<file path="config.mk">
export PLATFORM = sky130hd
export DESIGN_NAME = gray_step_encoder
export DESIGN_NICKNAME = d
export VERILOG_FILES = /design/src/rtl/gray_step_encoder.sv
export SDC_FILE = /design/constraint.sdc
export NUM_CORES = 1
export LEC_CHECK = 0
export BUFFER_PORTS_ARGS = -buffer_cell sky130_fd_sc_hd__buf_2
export CORE_MARGIN = 4
export CORE_UTILIZATION = 30
export CTS_BUF_LIST = sky130_fd_sc_hd__clkbuf_4
export DETAILED_ROUTE_END_ITERATION = 10
export PLACE_DENSITY_LB_ADDON = 0.3
export SLEW_MARGIN = 20
export SYNTH_ARGS = -nofsm -noshare
export SYNTH_HDL_FRONTEND = slang
export SYNTH_SLANG_ARGS = --single-unit
</file>
<file path="constraint.sdc">
create_clock -name clk -period 3.4 [get_ports clk]
set_clock_uncertainty 0.05 [all_clocks]
set_input_delay 0.68 -clock clk [delete_from_list [all_inputs] [get_ports clk]]
set_output_delay 0.68 -clock clk [all_outputs]
set_load 0.02 [all_outputs]
</file>
<file path="src/rtl/gray_step_encoder.sv">
// gray_step_encoder: walks a registered Gray bus to a requested binary target one single-bit step at a time
// Ports: clk/rst (async active-high reset), bin_in/in_valid/in_ready request handshake,
// gray_out registered Gray code of the current position, busy while walking, done one-cycle completion pulse.
// Optional macro GRAY_STEP_SHORTPATH_EN: walk in the shorter wrap direction instead of always counting up.
module gray_step_encoder #(
    parameter int WIDTH       = 4,
    parameter int HOLD_CYCLES = 1000
) (
    input  logic             clk,
    input  logic             rst,
    input  logic [WIDTH-1:0] bin_in,
    input  logic             in_valid,
    output logic             in_ready,
    output logic [WIDTH-1:0] gray_out,
    output logic             busy,
    output logic             done
);
    typedef enum logic [1:0] {IDLE, STEP, HOLD} state_t;
    localparam int CW = $clog2(HOLD_CYCLES + 1);
    state_t           state_q, state_d;
    logic [WIDTH-1:0] cur_q, cur_d, tgt_q, tgt_d, gray_q, gray_d;
    logic [CW-1:0]    cnt_q, cnt_d;
    logic             done_q, done_d;
    logic             accept;
`ifdef GRAY_STEP_SHORTPATH_EN
    localparam logic [WIDTH-1:0] HALF = {1'b1, {(WIDTH-1){1'b0}}};
    logic             dn_q, dn_d;
    logic [WIDTH-1:0] d_up;
    assign d_up = bin_in - cur_q;
`endif
    assign accept   = in_valid && (state_q == IDLE);
    assign in_ready = (state_q == IDLE);
    assign busy     = (state_q != IDLE);
    assign gray_out = gray_q;
    assign done     = done_q;
    always_comb begin
        state_d = state_q;
        cur_d   = cur_q;
        tgt_d   = tgt_q;
        cnt_d   = cnt_q;
        done_d  = 1'b0;
`ifdef GRAY_STEP_SHORTPATH_EN
        dn_d    = dn_q;
`endif
        case (state_q)
            IDLE: if (accept) begin
                tgt_d = bin_in;
                if (bin_in == cur_q) done_d = 1'b1;
                else state_d = STEP;
`ifdef GRAY_STEP_SHORTPATH_EN
                // a tie at exactly half the code space goes up
                dn_d = d_up > HALF;
`endif
            end
            STEP: begin
`ifdef GRAY_STEP_SHORTPATH_EN
                cur_d = dn_q ? cur_q - 1'b1 : cur_q + 1'b1;
`else
                cur_d = cur_q + 1'b1;
`endif
                cnt_d   = '0;
                state_d = HOLD;
            end
            HOLD: if (cnt_q >= CW'(HOLD_CYCLES - 1)) begin
                state_d = (cur_q == tgt_q) ? IDLE : STEP;
                done_d  = (cur_q == tgt_q);
            end else begin
                cnt_d = cnt_q + 1'b1;
            end
            default: state_d = IDLE;
        endcase
        // gray register tracks the next position so it changes on the same edge as cur
        gray_d = cur_d ^ (cur_d >> 1);
    end
    always_ff @(posedge clk or posedge rst) begin
        if (rst) begin
            state_q <= IDLE;
            cur_q   <= '0;
            tgt_q   <= '0;
            gray_q  <= '0;
            cnt_q   <= '0;
            done_q  <= 1'b0;
        end else begin
            state_q <= state_d;
            cur_q   <= cur_d;
            tgt_q   <= tgt_d;
            gray_q  <= gray_d;
            cnt_q   <= cnt_d;
            done_q  <= done_d;
        end
    end
`ifdef GRAY_STEP_SHORTPATH_EN
    always_ff @(posedge clk or posedge rst) begin
        if (rst) dn_q <= 1'b0;
        else dn_q <= dn_d;
    end
`endif
endmodule
</file>
==> impl_metrics.xml <==
<?xml version="1.0" encoding="UTF-8"?>
<metrics>
  <group name="outcome">
    <metric name="outcome" unit="">complete, no violations</metric>
  </group>
  <group name="min_path">
    <metric name="holdCritPathClass" unit="">in2async</metric>
  </group>
  <group name="synthesis">
    <metric name="yosys.cell_types.count" unit="">34</metric>
    <metric name="post_synth_inst_count" unit="">118</metric>
    <metric name="top_cell_types_by_occurrence_after_synthesis" unit="">sky130_fd_sc_hd__dfrtp_1 (24), sky130_fd_sc_hd__nand2_1 (11), sky130_fd_sc_hd__xnor2_1 (10), sky130_fd_sc_hd__nor3_1 (6)</metric>
    <metric name="synthesized_netlist_net_count" unit="">127</metric>
    <metric name="synth_flop_cell" unit="">sky130_fd_sc_hd__dfrtp_1</metric>
    <metric name="synthDominantAreaCellType" unit="">sky130_fd_sc_hd__dfrtp_1</metric>
    <metric name="async_reset_ff_frac" unit="">1.000</metric>
    <metric name="post_synthesis_register_bit_count" unit="">24</metric>
    <metric name="synth.avg_cell_area" unit="µm²">10.72</metric>
    <metric name="seq_area_frac_synth" unit="">0.4748</metric>
    <metric name="syn_area" unit="mm²">0.001265</metric>
    <metric name="synthMostInstantiatedCell" unit="">sky130_fd_sc_hd__dfrtp_1</metric>
    <metric name="yosys-top-cells-area" unit="">sky130_fd_sc_hd__dfrtp_1 (47%), sky130_fd_sc_hd__xnor2_1 (6.9%), sky130_fd_sc_hd__mux2_1 (4.5%)</metric>
    <metric name="synth_warnings" unit="">0</metric>
    <metric name="synth-edff-count" unit="">0</metric>
    <metric name="synth.top_cell.area_share" unit="">0.4748</metric>
  </group>
  <group name="floorplan">
    <metric name="floorplan.die.height" unit="µm">72.94</metric>
    <metric name="die-area" unit="mm²">0.005320</metric>
    <metric name="chipWidth" unit="µm">72.94</metric>
    <metric name="num_rows" unit="">23</metric>
    <metric name="initial_core_utilization" unit="">0.3140</metric>
    <metric name="core_area" unit="mm²">0.004029</metric>
    <metric name="io_pins" unit="">14</metric>
  </group>
  <group name="global_routing">
    <metric name="global_route.overflow_total" unit="">0</metric>
    <metric name="grt_pass1_wl" unit="mm">4.491</metric>
    <metric name="grt_max_degree" unit="">25</metric>
    <metric name="track_usage" unit="">0.1077</metric>
    <metric name="grt_antenna_before_repair" unit="">0</metric>
    <metric name="grt_pass1_vias" unit="">967</metric>
  </group>
  <group name="final_layout">
    <metric name="net_count_of_the_finished_layout" unit="">142</metric>
    <metric name="synthToLayoutAreaGrowth" unit="%">12.86</metric>
    <metric name="diodes" unit="">0</metric>
    <metric name="share_of_cells_above_drive_strength_1" unit="">0.1742</metric>
    <metric name="num-fill-cells" unit="">431</metric>
  </group>
  <group name="placement">
    <metric name="gpl.final_weighted_congestion" unit="">0.8485</metric>
    <metric name="portBuffers" unit="">13</metric>
    <metric name="dp.final_hpwl" unit="mm">1.856</metric>
  </group>
  <group name="critical_path">
    <metric name="timing.critical_path.from_type" unit="">flop</metric>
    <metric name="critical_path_peak_fanout" unit="">13</metric>
    <metric name="end_kind" unit="">primary output</metric>
    <metric name="criticalPathCategory" unit="">reg2out</metric>
    <metric name="arrival" unit="ns">1.47</metric>
    <metric name="crit_required" unit="ns">2.67</metric>
  </group>
  <group name="cts">
    <metric name="cts_max_path_buffers" unit="">2</metric>
    <metric name="clock_latency_of_the_later_clocked_register_in_the_worst_skew_pair" unit="ns">0.32</metric>
    <metric name="tritoncts" unit="">done</metric>
    <metric name="cts-buffers-inserted" unit="">3</metric>
    <metric name="cts.repair.resized" unit="">0</metric>
    <metric name="post-cts-setup-buffers" unit="">0</metric>
    <metric name="root_buffer" unit="">sky130_fd_sc_hd__clkbuf_4</metric>
    <metric name="ctsHoldBuffers" unit="">0</metric>
    <metric name="clkSlewWorstSetupHoldPaths" unit="ns">0.15</metric>
    <metric name="htree_levels" unit="">1</metric>
    <metric name="cts_num_sinks" unit="">24</metric>
  </group>
  <group name="sta">
    <metric name="worst_slew_pin_slew" unit="ns">0.9323</metric>
    <metric name="final_period_minus_worst_setup_slack" unit="ns">2.200</metric>
    <metric name="setup-tns-final" unit="ns">0</metric>
    <metric name="max_clock_freq" unit="GHz">0.4545</metric>
    <metric name="setup_violations" unit="">0</metric>
    <metric name="timing.final.hold_violations" unit="">0</metric>
    <metric name="timing.slew.headroom" unit="">0.3778</metric>
    <metric name="timing.final.crit_share" unit="">0.6471</metric>
    <metric name="report.final.slew_viol_count" unit="">0</metric>
    <metric name="grt_setup_unrepaired" unit="">no</metric>
  </group>
  <group name="routing">
    <metric name="drt.antenna.violating_nets" unit="">0</metric>
    <metric name="routed_wirelength" unit="mm">2.537</metric>
    <metric name="wl_per_cell" unit="µm">13.94</metric>
    <metric name="num_vias" unit="">924</metric>
    <metric name="drc" unit="">0</metric>
    <metric name="detailedRoute.firstPassIterationCount" unit="">4</metric>
    <metric name="detailedRoute.firstIterationViolations" unit="">36</metric>
    <metric name="post_drt_via_cell_ratio" unit="">5.077</metric>
  </group>
  <group name="power">
    <metric name="power_density" unit="mW/mm²">865.2</metric>
    <metric name="vdd_ir_drop_max" unit="µV">440.4</metric>
    <metric name="report.power.total" unit="mW">1.235</metric>
    <metric name="leakagePower" unit="nW">0.6427</metric>
  </group>
  <group name="run">
    <metric name="reported_max_cap_violation_count" unit="">0</metric>
  </group>
</metrics>
final cells by class:
cell class	count	area, µm²	area share
flip-flops and latches	24	600.6	0.4207
repair buffers	13	65.06	0.04557
clock inverters	1	30.03	0.02103
inverters	7	26.28	0.01840
clock buffers	3	22.52	0.01578
well taps	50	62.56	0.04382
multi-input cells	84	620.6	0.4347
registers in the layout, indices dropped and copies added (netlist names):
name,count
done,1
gray_out,3
state_q,2
cnt_q,10
cur_q,4
tgt_q,4
per-stage QoR:
stage | instances | hold WS [ns] | worst slack (ns) | cell area [µm²] | util
2_1_floorplan | 118 | 0.4345 | 1.482 | 1265 | -
3_3_place_gp | 178 | 0.4462 | 1.560 | 1375 | 0.3413
3_5_place_dp | 178 | 0.4557 | 1.527 | 1375 | 0.3413
4_1_cts | 182 | 0.4895 | 1.189 | 1428 | 0.3543
5_1_grt | 182 | 0.5066 | 1.087 | 1428 | 0.3543
6_report | 182 | 0.4837 | 1.200 | 1428 | 0.3543
per-layer routing:
metal | vias to the layer above | routed length, µm | GRT usage
met4 | 0 | 27 | 0.03689
met1 | 445 | 1223 | 0.1480
met5 | - | 0 | 0
met2 | 19 | 1183 | 0.1663
met3 | 2 | 102 | 0.02479
li1 | 458 | - | -
cell usage in the layout, fill, tap and decap left out, drive strengths merged:
cell	instances
nand3	6
nand2	11
a311oi	2
inv	7
and3	3
a21oi	2
a21o	2
mux2i	2
nor2b	2
a211oi	1
nor3	6
o311a	1
nor4	2
a221o	1
o311ai	3
nand4	4
mux2	5
xor2	4
buf	13
clkbuf	3
a32oi	1
o21ai	6
xnor2	10
dfrtp	24
nand2b	1
bufinv	1
ha	2
a31oi	1
a211o	1
a22o	1
nor2	4
path summary, 6_finish.rpt:
kind / from / to / slack [ns] / depth (start not counted)
worst max-delay path: state_q[1]$_DFFE_PP0P_ / in_ready / 1.20 / 2
worst min-delay path: rst / gray_out[1]$_DFF_PP0_ / 0.48 / 2
worst max register to register: cnt_q[0]$_DFFE_PP0P_ / cnt_q[5]$_DFFE_PP0P_ / 1.51 / 5
worst min register to register: tgt_q[0]$_DFFE_PP0P_ / tgt_q[0]$_DFFE_PP0P_ / 0.49 / 1
max in group asynchronous: rst / cnt_q[5]$_DFFE_PP0P_ / 2.24 / 2
min in group clk: tgt_q[0]$_DFFE_PP0P_ / tgt_q[0]$_DFFE_PP0P_ / 0.49 / 1
worst max-delay path, stage by stage (launching register included):
cell,delay (ns)
sky130_fd_sc_hd__dfrtp_1,0.57
sky130_fd_sc_hd__nor2_1,0.35
sky130_fd_sc_hd__buf_2,0.24
power breakdown:
part / leakage, nW / internal, mW / switching (mW)
logic: 0.309 / 0.226 / 0.286
registers: 0.306 / 0.387 / 0.125
clock network: 0.0279 / 0.119 / 0.0928
total: 0.643 / 0.731 / 0.504
logic make-up after synthesis:
family	after synthesis	share of synthesized area
DFF	24	0.4748
adders and majority gates	2	0.01978
buffers and inverters	10	0.03463
AOI/OAI and AO/OA	22	0.1583
and+or+nand+nor	39	0.1553
xor gates and xnor gates	14	0.09693
muxes	7	0.06033
(Power assumes the default switching activity.)
